**config.mk**
```make
export PLATFORM = sky130hd
export DESIGN_NAME = matrix_spi_rx
export DESIGN_NICKNAME = d
export VERILOG_FILES = /design/src/rtl/matrix_spi_pkg.sv /design/src/rtl/matrix_spi_rx_sync_edge.sv /design/src/rtl/matrix_spi_rx.sv
export SDC_FILE = /design/constraint.sdc
export NUM_CORES = 1
export LEC_CHECK = 0
export BUFFER_PORTS_ARGS = -buffer_cell sky130_fd_sc_hd__buf_2
export CORE_MARGIN = 2
export CORE_UTILIZATION = 51
export CTS_CLUSTER_SIZE = 12
export DETAILED_ROUTE_END_ITERATION = 7
export PLACE_DENSITY = 0.73
export SLEW_MARGIN = 20
export SYNTH_ARGS = -nofsm -noshare
export SYNTH_HDL_FRONTEND = slang
export SYNTH_SLANG_ARGS = --single-unit
```
**constraint.sdc**
```tcl
create_clock -name clk -period 3.4 [get_ports clk]
set_clock_uncertainty 0.2 [all_clocks]
set_input_delay 0.34 -clock clk [delete_from_list [all_inputs] [get_ports clk]]
set_output_delay 0.34 -clock clk [all_outputs]
set_load 0.005 [all_outputs]
```
**src/rtl/matrix_spi_pkg.sv**
```systemverilog
// Shared definitions for the LED matrix SPI transmitter and receiver.
// Receiver timeout is enabled by defining MATRIX_SPI_RX_TIMEOUT_EN.
package matrix_spi_pkg;

    localparam int SPI_SIZE                 = 8;
    localparam int DEFAULT_BYTES_PER_MATRIX = 8 * 16 * 3;

    typedef enum logic [1:0] {
        IDLE = 2'd0,
        RECV = 2'd1,
        FULL = 2'd2
    } rx_state_e;

endpackage

```
**src/rtl/matrix_spi_rx_sync_edge.sv**
```systemverilog
// Two-flop synchronizer; with EDGE set the output is a registered rising-edge
// pulse instead of the synchronized level.
module sync_edge #(
    parameter int WIDTH = 1,
    parameter bit EDGE  = 1'b1
) (
    input  logic             clk,
    input  logic             rst,
    input  logic [WIDTH-1:0] async_in,
    output logic [WIDTH-1:0] q
);

    logic [WIDTH-1:0] s1;
    logic [WIDTH-1:0] s2;

    always_ff @(posedge clk or posedge rst) begin
        if (rst) begin
            s1 <= '0;
            s2 <= '0;
        end else begin
            s1 <= async_in;
            s2 <= s1;
        end
    end

    if (EDGE) begin : g_edge
        logic [WIDTH-1:0] prev;
        logic [WIDTH-1:0] rise;

        always_ff @(posedge clk or posedge rst) begin
            if (rst) begin
                prev <= '0;
                rise <= '0;
            end else begin
                prev <= s2;
                rise <= s2 & ~prev;
            end
        end

        assign q = rise;
    end else begin : g_level
        assign q = s2;
    end

endmodule

```
**src/rtl/matrix_spi_rx.sv**
```systemverilog
// Oversampling receiver for the multi-lane matrix SPI bus and 595-style select chain.
// Define MATRIX_SPI_RX_TIMEOUT_EN to abort partial bytes after TIMEOUT_CYCLES idle clocks.
module matrix_spi_rx
    import matrix_spi_pkg::*;
#(
    parameter int CHANNEL_NUMBER   = 3,
    parameter int BYTES_PER_MATRIX = DEFAULT_BYTES_PER_MATRIX,
    parameter int SELECT_BITS      = 8,
    parameter int TIMEOUT_CYCLES   = 1000
) (
    input  logic                               clk,
    input  logic                               rst,
    input  logic                               spi_clk,
    input  logic [CHANNEL_NUMBER-1:0]          spi_mosi,
    input  logic                               shift_clk,
    input  logic                               shift_ser,
    input  logic                               shift_stcp,
    input  logic                               shift_en,
    output logic [CHANNEL_NUMBER*SPI_SIZE-1:0] rx_data,
    output logic                               rx_valid,
    output logic [$clog2(BYTES_PER_MATRIX)-1:0] rx_index,
    output logic [SELECT_BITS-1:0]             rx_select,
    output logic                               frame_done,
    output logic                               overrun,
    output logic                               timeout_err
);

    localparam int IDX_W = $clog2(BYTES_PER_MATRIX);
    localparam int BIT_W = $clog2(SPI_SIZE);
    localparam int DW    = CHANNEL_NUMBER * SPI_SIZE;

    logic                      spi_rise;
    logic                      shift_rise;
    logic                      stcp_rise;
    logic                      ser_s;
    logic                      en_s;
    logic [CHANNEL_NUMBER-1:0] mosi_s;

    sync_edge #(.WIDTH(1), .EDGE(1'b1)) u_sync_spi_clk (
        .clk(clk), .rst(rst), .async_in(spi_clk), .q(spi_rise)
    );
    sync_edge #(.WIDTH(1), .EDGE(1'b1)) u_sync_shift_clk (
        .clk(clk), .rst(rst), .async_in(shift_clk), .q(shift_rise)
    );
    sync_edge #(.WIDTH(1), .EDGE(1'b1)) u_sync_stcp (
        .clk(clk), .rst(rst), .async_in(shift_stcp), .q(stcp_rise)
    );
    sync_edge #(.WIDTH(1), .EDGE(1'b0)) u_sync_ser (
        .clk(clk), .rst(rst), .async_in(shift_ser), .q(ser_s)
    );
    sync_edge #(.WIDTH(1), .EDGE(1'b0)) u_sync_en (
        .clk(clk), .rst(rst), .async_in(shift_en), .q(en_s)
    );
    sync_edge #(.WIDTH(CHANNEL_NUMBER), .EDGE(1'b0)) u_sync_mosi (
        .clk(clk), .rst(rst), .async_in(spi_mosi), .q(mosi_s)
    );

    logic [SELECT_BITS-1:0] sreg;

    always_ff @(posedge clk or posedge rst) begin
        if (rst) begin
            sreg      <= '0;
            rx_select <= '0;
        end else begin
            if (shift_rise) begin
                sreg <= {sreg[SELECT_BITS-2:0], ser_s};
            end
            if (stcp_rise) begin
                rx_select <= sreg;
            end
        end
    end

    logic enabled;
    assign enabled = ~en_s & (|rx_select);

    logic [DW-1:0] shift;
    logic [DW-1:0] shift_next;

    always_comb begin
        shift_next = shift;
        for (int n = 0; n < CHANNEL_NUMBER; n++) begin
            shift_next[n*SPI_SIZE +: SPI_SIZE] = {shift[n*SPI_SIZE +: SPI_SIZE-1], mosi_s[n]};
        end
    end

    rx_state_e          state;
    logic [BIT_W-1:0]   bit_cnt;
    logic [IDX_W-1:0]   byte_cnt;

`ifdef MATRIX_SPI_RX_TIMEOUT_EN
    logic [$clog2(TIMEOUT_CYCLES+1)-1:0] idle_cnt;
`else
    assign timeout_err = 1'b0;
`endif

    // A select latch or dropped enable always wins over a coincident data edge.
    always_ff @(posedge clk or posedge rst) begin
        if (rst) begin
            state      <= IDLE;
            bit_cnt    <= '0;
            byte_cnt   <= '0;
            shift      <= '0;
            rx_data    <= '0;
            rx_valid   <= 1'b0;
            rx_index   <= '0;
            frame_done <= 1'b0;
            overrun    <= 1'b0;
`ifdef MATRIX_SPI_RX_TIMEOUT_EN
            idle_cnt    <= '0;
            timeout_err <= 1'b0;
`endif
        end else begin
            rx_valid   <= 1'b0;
            frame_done <= 1'b0;
            if (stcp_rise || !enabled) begin
                state    <= IDLE;
                bit_cnt  <= '0;
                byte_cnt <= '0;
                shift    <= '0;
`ifdef MATRIX_SPI_RX_TIMEOUT_EN
                idle_cnt <= '0;
`endif
            end else begin
                case (state)
                    IDLE: state <= RECV;
                    RECV: begin
                        if (spi_rise) begin
                            shift <= shift_next;
`ifdef MATRIX_SPI_RX_TIMEOUT_EN
                            idle_cnt <= '0;
`endif
                            if (bit_cnt == BIT_W'(SPI_SIZE - 1)) begin
                                bit_cnt  <= '0;
                                rx_data  <= shift_next;
                                rx_valid <= 1'b1;
                                rx_index <= byte_cnt;
                                if (byte_cnt == IDX_W'(BYTES_PER_MATRIX - 1)) begin
                                    frame_done <= 1'b1;
                                    state      <= FULL;
                                end else begin
                                    byte_cnt <= byte_cnt + 1'b1;
                                end
                            end else begin
                                bit_cnt <= bit_cnt + 1'b1;
                            end
                        end
`ifdef MATRIX_SPI_RX_TIMEOUT_EN
                        else if (bit_cnt != '0) begin
                            if (idle_cnt == ($bits(idle_cnt))'(TIMEOUT_CYCLES - 1)) begin
                                bit_cnt     <= '0;
                                shift       <= '0;
                                idle_cnt    <= '0;
                                timeout_err <= 1'b1;
                            end else begin
                                idle_cnt <= idle_cnt + 1'b1;
                            end
                        end
`endif
                    end
                    FULL: begin
                        if (spi_rise) begin
                            overrun <= 1'b1;
                        end
                    end
                    default: state <= IDLE;
                endcase
            end
        end
    end

endmodule
```
## After elaboration in Yosys (flattened, before gate mapping)

Index checks and enable logic that the tools add are counted.

- Register bits: 111
- Latch bits: 0
- Memory bits (writable): 0
- Bits in read-only memories: 0
- Memories: 0

- Add/subtract/negate cells: 2
- Multiply operators: 0
- Div/mod/pow operators: 0
- Magnitude comparators: 0
- Eq/ne operators: 9
- Shifts and indexed selects: 0
- Multiplexer cells: 26
- Bitwise logic cells: 9
- Reductions and logical operators: 12

Operators by type and width:

| cell | count |
|---|---|
| $mux 23 | 3 |
| $mux 9 | 5 |
| $mux 3 | 4 |
| $reduce_and 4->1 | 3 |
| $add 9x1->9 const B | 1 |
| $eq 9x9->1 const B | 1 |
| $mux 1 | 9 |
| $mux 2 | 4 |
| $reduce_or 8->1 | 1 |
| $ne 3x3->1 const B | 2 |
| $pmux 2 s3 | 1 |
| $reduce_bool 2->1 | 3 |
| $not 1->1 | 5 |
| $and 1x1->1 | 4 |
| $ne 2x2->1 const B | 2 |
| $add 3x1->3 const B | 1 |
| $eq 3x3->1 const B | 1 |
| $ne 3x2->1 const B | 1 |
| $reduce_and 3->1 | 1 |
| $eq 2x1->1 const B | 1 |
| $eq 2x2->1 const B | 1 |
| $logic_not 2->1 | 1 |
| $reduce_and 2->1 | 1 |
| $logic_not 1->1 | 1 |
| $logic_or 1x1->1 | 1 |

## Logic depth before layout (Yosys ltp)

- Word-level depth: 6
- Gate-level depth with buffers: 7
- Depth with buffers taken out: 6

## Cells and area by module

Synthesis repeated with hierarchy kept, for this count alone.

- Cells, all modules: 313
- Area, all modules: 4116.4 µm²

Modules (own cells, without submodules):

| module | times used | cells each | area an instance (µm²) | sequential area each (µm²) |
|---|---|---|---|---|
| matrix_spi_rx | 1 | 282 | 3502.1 | 2177.1 |
| sync_edge at u_sync_shift_clk ... | 3 | 6 | 117.6 | 100.1 |
| sync_edge at u_sync_mosi | 1 | 7 | 153.9 | 150.1 |
| sync_edge at u_sync_en ... | 2 | 3 | 53.8 | 50.0 |

## Worst setup path after synthesis

Ideal clock, no wire load.

- Path type: reg2reg
- Start point: register bit_cnt[0]
- End point: register rx_data[23]
- Setup time: 125 ps
- Arrival: 1594 ps
- Data required time: 3075 ps
- Path slack: 1481 ps
- Cell stages (with the launch flop): 7
- Buffers on the path: 1
- Period minus slack after synthesis: 1919 ps
- Path through: dfrtp_1 -> ha_1 -> ha_1 -> and4b_1 -> nand2_1 -> buf_2 -> mux2_2

- Cells in the longest elaborated chain, start to end: 2

RTL lines:

| what | RTL line | source |
|---|---|---|
| start, declared | matrix_spi_rx.sv:88 | `logic [BIT_W-1:0] bit_cnt;` |
| start signal, assigned | matrix_spi_rx.sv:145 | `bit_cnt <= bit_cnt + 1'b1;` |
| $eq 3x3->1 | matrix_spi_rx.sv:133 | `if (bit_cnt == BIT_W'(SPI_SIZE - 1)) begin` |
| $reduce_and 4->1 (no line) | - |  |
| end signal, assigned | matrix_spi_rx.sv:135 | `rx_data <= shift_next;` |
| end, declared | matrix_spi_rx.sv:19 | `output logic [CHANNEL_NUMBER*SPI_SIZE-1:0] rx_data,` |

Every way passes these cells.
A chain may end at the register's enable or synchronous reset.

## Final worst setup path

- Start point: register u_sync_stcp.g_edge.rise (netlist: u_sync_stcp.q)
- End point: register rx_data[20]

- Cells in the longest elaborated chain, start to end: 3

RTL lines:

| what | RTL line | source |
|---|---|---|
| start, declared | matrix_spi_rx_sync_edge.sv:28 | `logic [WIDTH-1:0] rise;` |
| start signal, assigned | matrix_spi_rx_sync_edge.sv:36 | `rise <= s2 & ~prev;` |
| $logic_or 1x1->1 | matrix_spi_rx.sv:116 | `if (stcp_rise \|\| !enabled) begin` |
| $not 1->1 (no line) | - |  |
| $reduce_and 4->1 (no line) | - |  |

Every way passes these cells.

==> results.txt <==
----------------------------------------------------
[Hold path]
  Worst Hold Class ... register to register
  Launch instance of the worst min-delay path ... u_sync_mosi.s1[0]
  Number of cells traversed by the worst hold path ... 0
  Worst min-delay path endpoint ... u_sync_mosi.q[0]

[Die]
  Full die area ... between 0.008 and 0.009 mm^2
  Die extent in y ... 94.2 um
  Cell row count ... 32
  Overall die width ... around 94 um
  Starting utilization of the core area ... 53.1%
  Number of ports placed on the die boundary ... 55
  Standard cell core area ... between 0.007 and 0.008 mm^2

[GRT]
  Grt ovf ... 0
  Maximum number of pins on one net before global-route repair ... 75
  Global-route wire length before repair ... around 11 mm
  Antenna violations before repair ... 0
  Overall global routing resource usage ... 16.7%
  Vias in the first global route ... around 2400

[Setup path]
  Cell count of the worst reg-to-reg path ... 5
  Source of the worst register-to-register timing path ... u_sync_stcp.q
  Critical Path Source Type ... register
  Slowest CP cell ... dfrtp_1
  Endpoint required time on the critical path ... 3.45 ns
  Arr. time, crit path ... approximately 2.6 ns
  Reg2Reg Setup Slack ... a little under 0.9 ns
  R2r endpoint ... rx_data[20]
  Element type at the critical path end ... register
  Stage delay of the slowest cell on the critical path ... about 0.53 ns
  Chain of cells forming the critical path ... a211oi_2, nand2_1, buf_4, inv_2, mux2_2
  Worst setup path category ... register to register
  Critical Path Fanout Max ... 24

[Logic synthesis]
  Cells taking the most area after synthesis ... dfrtp_1 66%, mux2_2 8.1%, mux2_4 6.9%
  Share of the synthesized area in the top cell type ... approximately 66%
  Post-synthesis average cell area ... between 10 and 15 um^2
  Synth Flop Type ... dfrtp_1
  Share of the yosys chip area belonging to registers ... 65.8%
  Fraction of registers with async set or reset after synthesis ... between 90% and 100%
  Top cell type by total area after synthesis ... dfrtp_1
  Number of enable flip-flop cells after synthesis ... 0
  Yosys warning total ... 0
  Number of cells produced by synthesis ... just over 300
  Post-synthesis cell area ... 0.00415 mm^2
  Leading cell type by number of instances after synthesis ... dfrtp_1
  Synthesized net count ... 319
  Most common library cells after synthesis ... 109 x dfrtp_1, 51 x nand2_1, 30 x mux2_2, 28 x a21oi_1, 19 x mux2_4
  Synthesis-stage register bit count ... about 110
  Distinct cells, synth ... 37

[Detailed routing]
  Number of DRC violations after detailed-routing iteration 0 ... about 130
  Remaining antenna violation count after routing ... 0
  Detailed-route DRC error count ... 0
  Average routed wire per standard cell ... between 10 and 15 um
  Via count of the routed design ... ~2500
  Final wirelength ... roughly 6.7 mm
  Total iterations of the first detailed-routing run ... 4
  Average via count per standard cell ... 5.19

[Clock network]
  Num CTS Buffers ... 9
  Clock edge transition at the registers on the reported setup and hold paths ... ~0.1 ns
  Total of hold buffers inserted after clock tree synthesis ... 9
  TritonCTS clock tree ... yes
  Cts repair resizes ... 0
  CTS sink count ... 109
  Clock latency on the worst-skew pair ... between 0.3 and 0.4 ns
  Worst-case clock buffer depth ... 2
  Root Buffer Master ... clkbuf_8
  Post-CTS setup buffer count ... 0
  H-tree level count ... 3

[STA]
  Final worst setup slack ... between 0.8 and 0.9 ns
  Max Clock Freq ... about 0.4 GHz
  Hold violation count in the final report ... 0
  Count of final max-slew check failures ... 0
  Slew at the pin with the worst max-slew slack ... around 0.95 ns
  Final Hold Slack ... 0.156 ns
  RSZ-0062 raised after global routing ... no
  Setup violations, final ... 0
  Final critical-path share of the clock period ... about three quarters
  Final Critical Period ... ~2.5 ns
  Rel. slew slack ... 36.2%
  Aggregate negative setup slack ... 0 ns

[Job]
  Max-cap violations ... 0

[Place]
  Quantity of I/O buffers inserted on ports ... 53
  Final RePlAce weighted congestion ... around 0.73
  Estimated wirelength of the detail-placed design ... between 4 and 5 mm
  Cell area after placement ... around 0.0045 mm^2
  Post-placement setup slack ... 0.924 ns

[Status]
  Run status ... complete, no violations

[Layout]
  Syn-to-layout area delta ... 15.7%
  Number of inserted diodes ... 0
  Fillers ... 615
  Design Area, Final ... 0.00480 mm^2
  NumNets Final ... roughly 380
  Share of layout cells above drive strength 1 ... ~34%

[Power and ir drop]
  Total power ... 2.46 mW
  Maximum resistive drop on vdd ... about 0.19 mV
  Total power density per cell area ... just over 500 mW/mm^2
  Leak pwr ... approximately 2.3 nW

----------------------------------------------------
==> state kept, by name, summed over array words and instances (netlist names), 2 cells and up <==
| name | cells |
|---|---|
| u_sync_mosi.q | 3 |
| u_sync_mosi.s1 | 3 |
| sreg | 8 |
| shift | 21 |
| byte_cnt | 9 |
| rx_select | 8 |
| bit_cnt | 3 |
| rx_data | 24 |
| state | 2 |
| rx_index | 9 |
==> kinds of logic (layout without fill, tap and decap cells) <==
kind of cell	Yosys count	count (layout)	synth area share, %
AO/OA/AOI/OAI	40	40	5.73
XOR/XNOR	2	2	0.422
adder cells (fa/ha/maj)	3	3	0.905
buffers and inverters	19	86	2.44
flip-flops	109	109	65.8
multiplexers	50	50	15.3
other	1	1	0.0904
AND/OR/NAND/NOR	82	82	9.38
==> layout make-up <==
type	count	area [um^2]	share of cell area, %
Sequential cell	109	2730	56.8
Multi-Input combinational cell	178	1320	27.5
Timing Repair Buffer	66	398	8.29
Clock buffer	10	138	2.87
Tap cell	102	128	2.66
Clock inverter	6	70.1	1.46
Inverter	4	18.8	0.391
==> worst max path at each step <==
stage / end / slack, ns / startpoint
final: rx_data[20] / 0.89 / u_sync_stcp.q
after global routing: rx_data[19] / 0.73 / u_sync_stcp.q
after CTS: rx_data[20] / 0.90 / u_sync_stcp.q
after detailed placement: rx_data[20] / 0.92 / u_sync_stcp.q
after global placement: rx_data[19] / 0.95 / u_sync_stcp.q
after floorplan: rx_data[23] / 1.48 / bit_cnt[0]
==> critical path: cells and delay by family, from the launching register on <==
family / cells / cell delay [ns]
simple gates: 1 / 0.09
mux: 1 / 0.41
compound gates: 1 / 0.42
buf+inv: 2 / 0.72
flops: 1 / 0.53
==> where the power goes <==
part | internal (mW) | leakage, nW | switching [mW] | total [mW]
logic | 0.113 | 0.782 | 0.0954 | 0.208
clock network | 0.364 | 0.0951 | 0.430 | 0.794
registers | 1.39 | 1.44 | 0.0718 | 1.46
total | 1.87 | 2.32 | 0.597 | 2.46
==> per-stage QoR <==
stage	utilization (%)	instances
4_1_cts	61.5	475
5_1_grt	61.5	475
3_3_place_gp	57.6	450
2_1_floorplan	-	306
6_report	61.5	475
3_5_place_dp	57.6	450
==> layer usage <==
metal	GRT usage, %	part of all wire, %	vias to the layer above
met5	0	0	-
met4	7.97	1.7	0
met3	3.37	3.3	11
met2	24.2	46	43
met1	24.3	49	1228
li1	-	-	1182
==> cells in the final DEF (no fill, tap or decap), types with 2 or more instances in the layout <==
| cell | count |
|---|---|
| clkinvlp_4 | 4 |
| mux2_4 | 19 |
| o21ai_0 | 2 |
| nand2_1 | 51 |
| nor3_1 | 3 |
| o31ai_1 | 2 |
| inv_1 | 2 |
| dfrtp_1 | 109 |
| clkbuf_8 | 10 |
| ha_1 | 3 |
| nand4_1 | 3 |
| nor2b_1 | 4 |
| o211ai_1 | 2 |
| buf_4 | 3 |
| nor2_1 | 6 |
| mux2_2 | 30 |
| nand3_1 | 3 |
| xor2_1 | 2 |
| a21oi_1 | 28 |
| buf_2 | 53 |
| or4_1 | 3 |
| nor4_2 | 2 |
| dlygate4sd3_1 | 9 |
| or3_1 | 2 |
(Power assumes the default switching activity.)
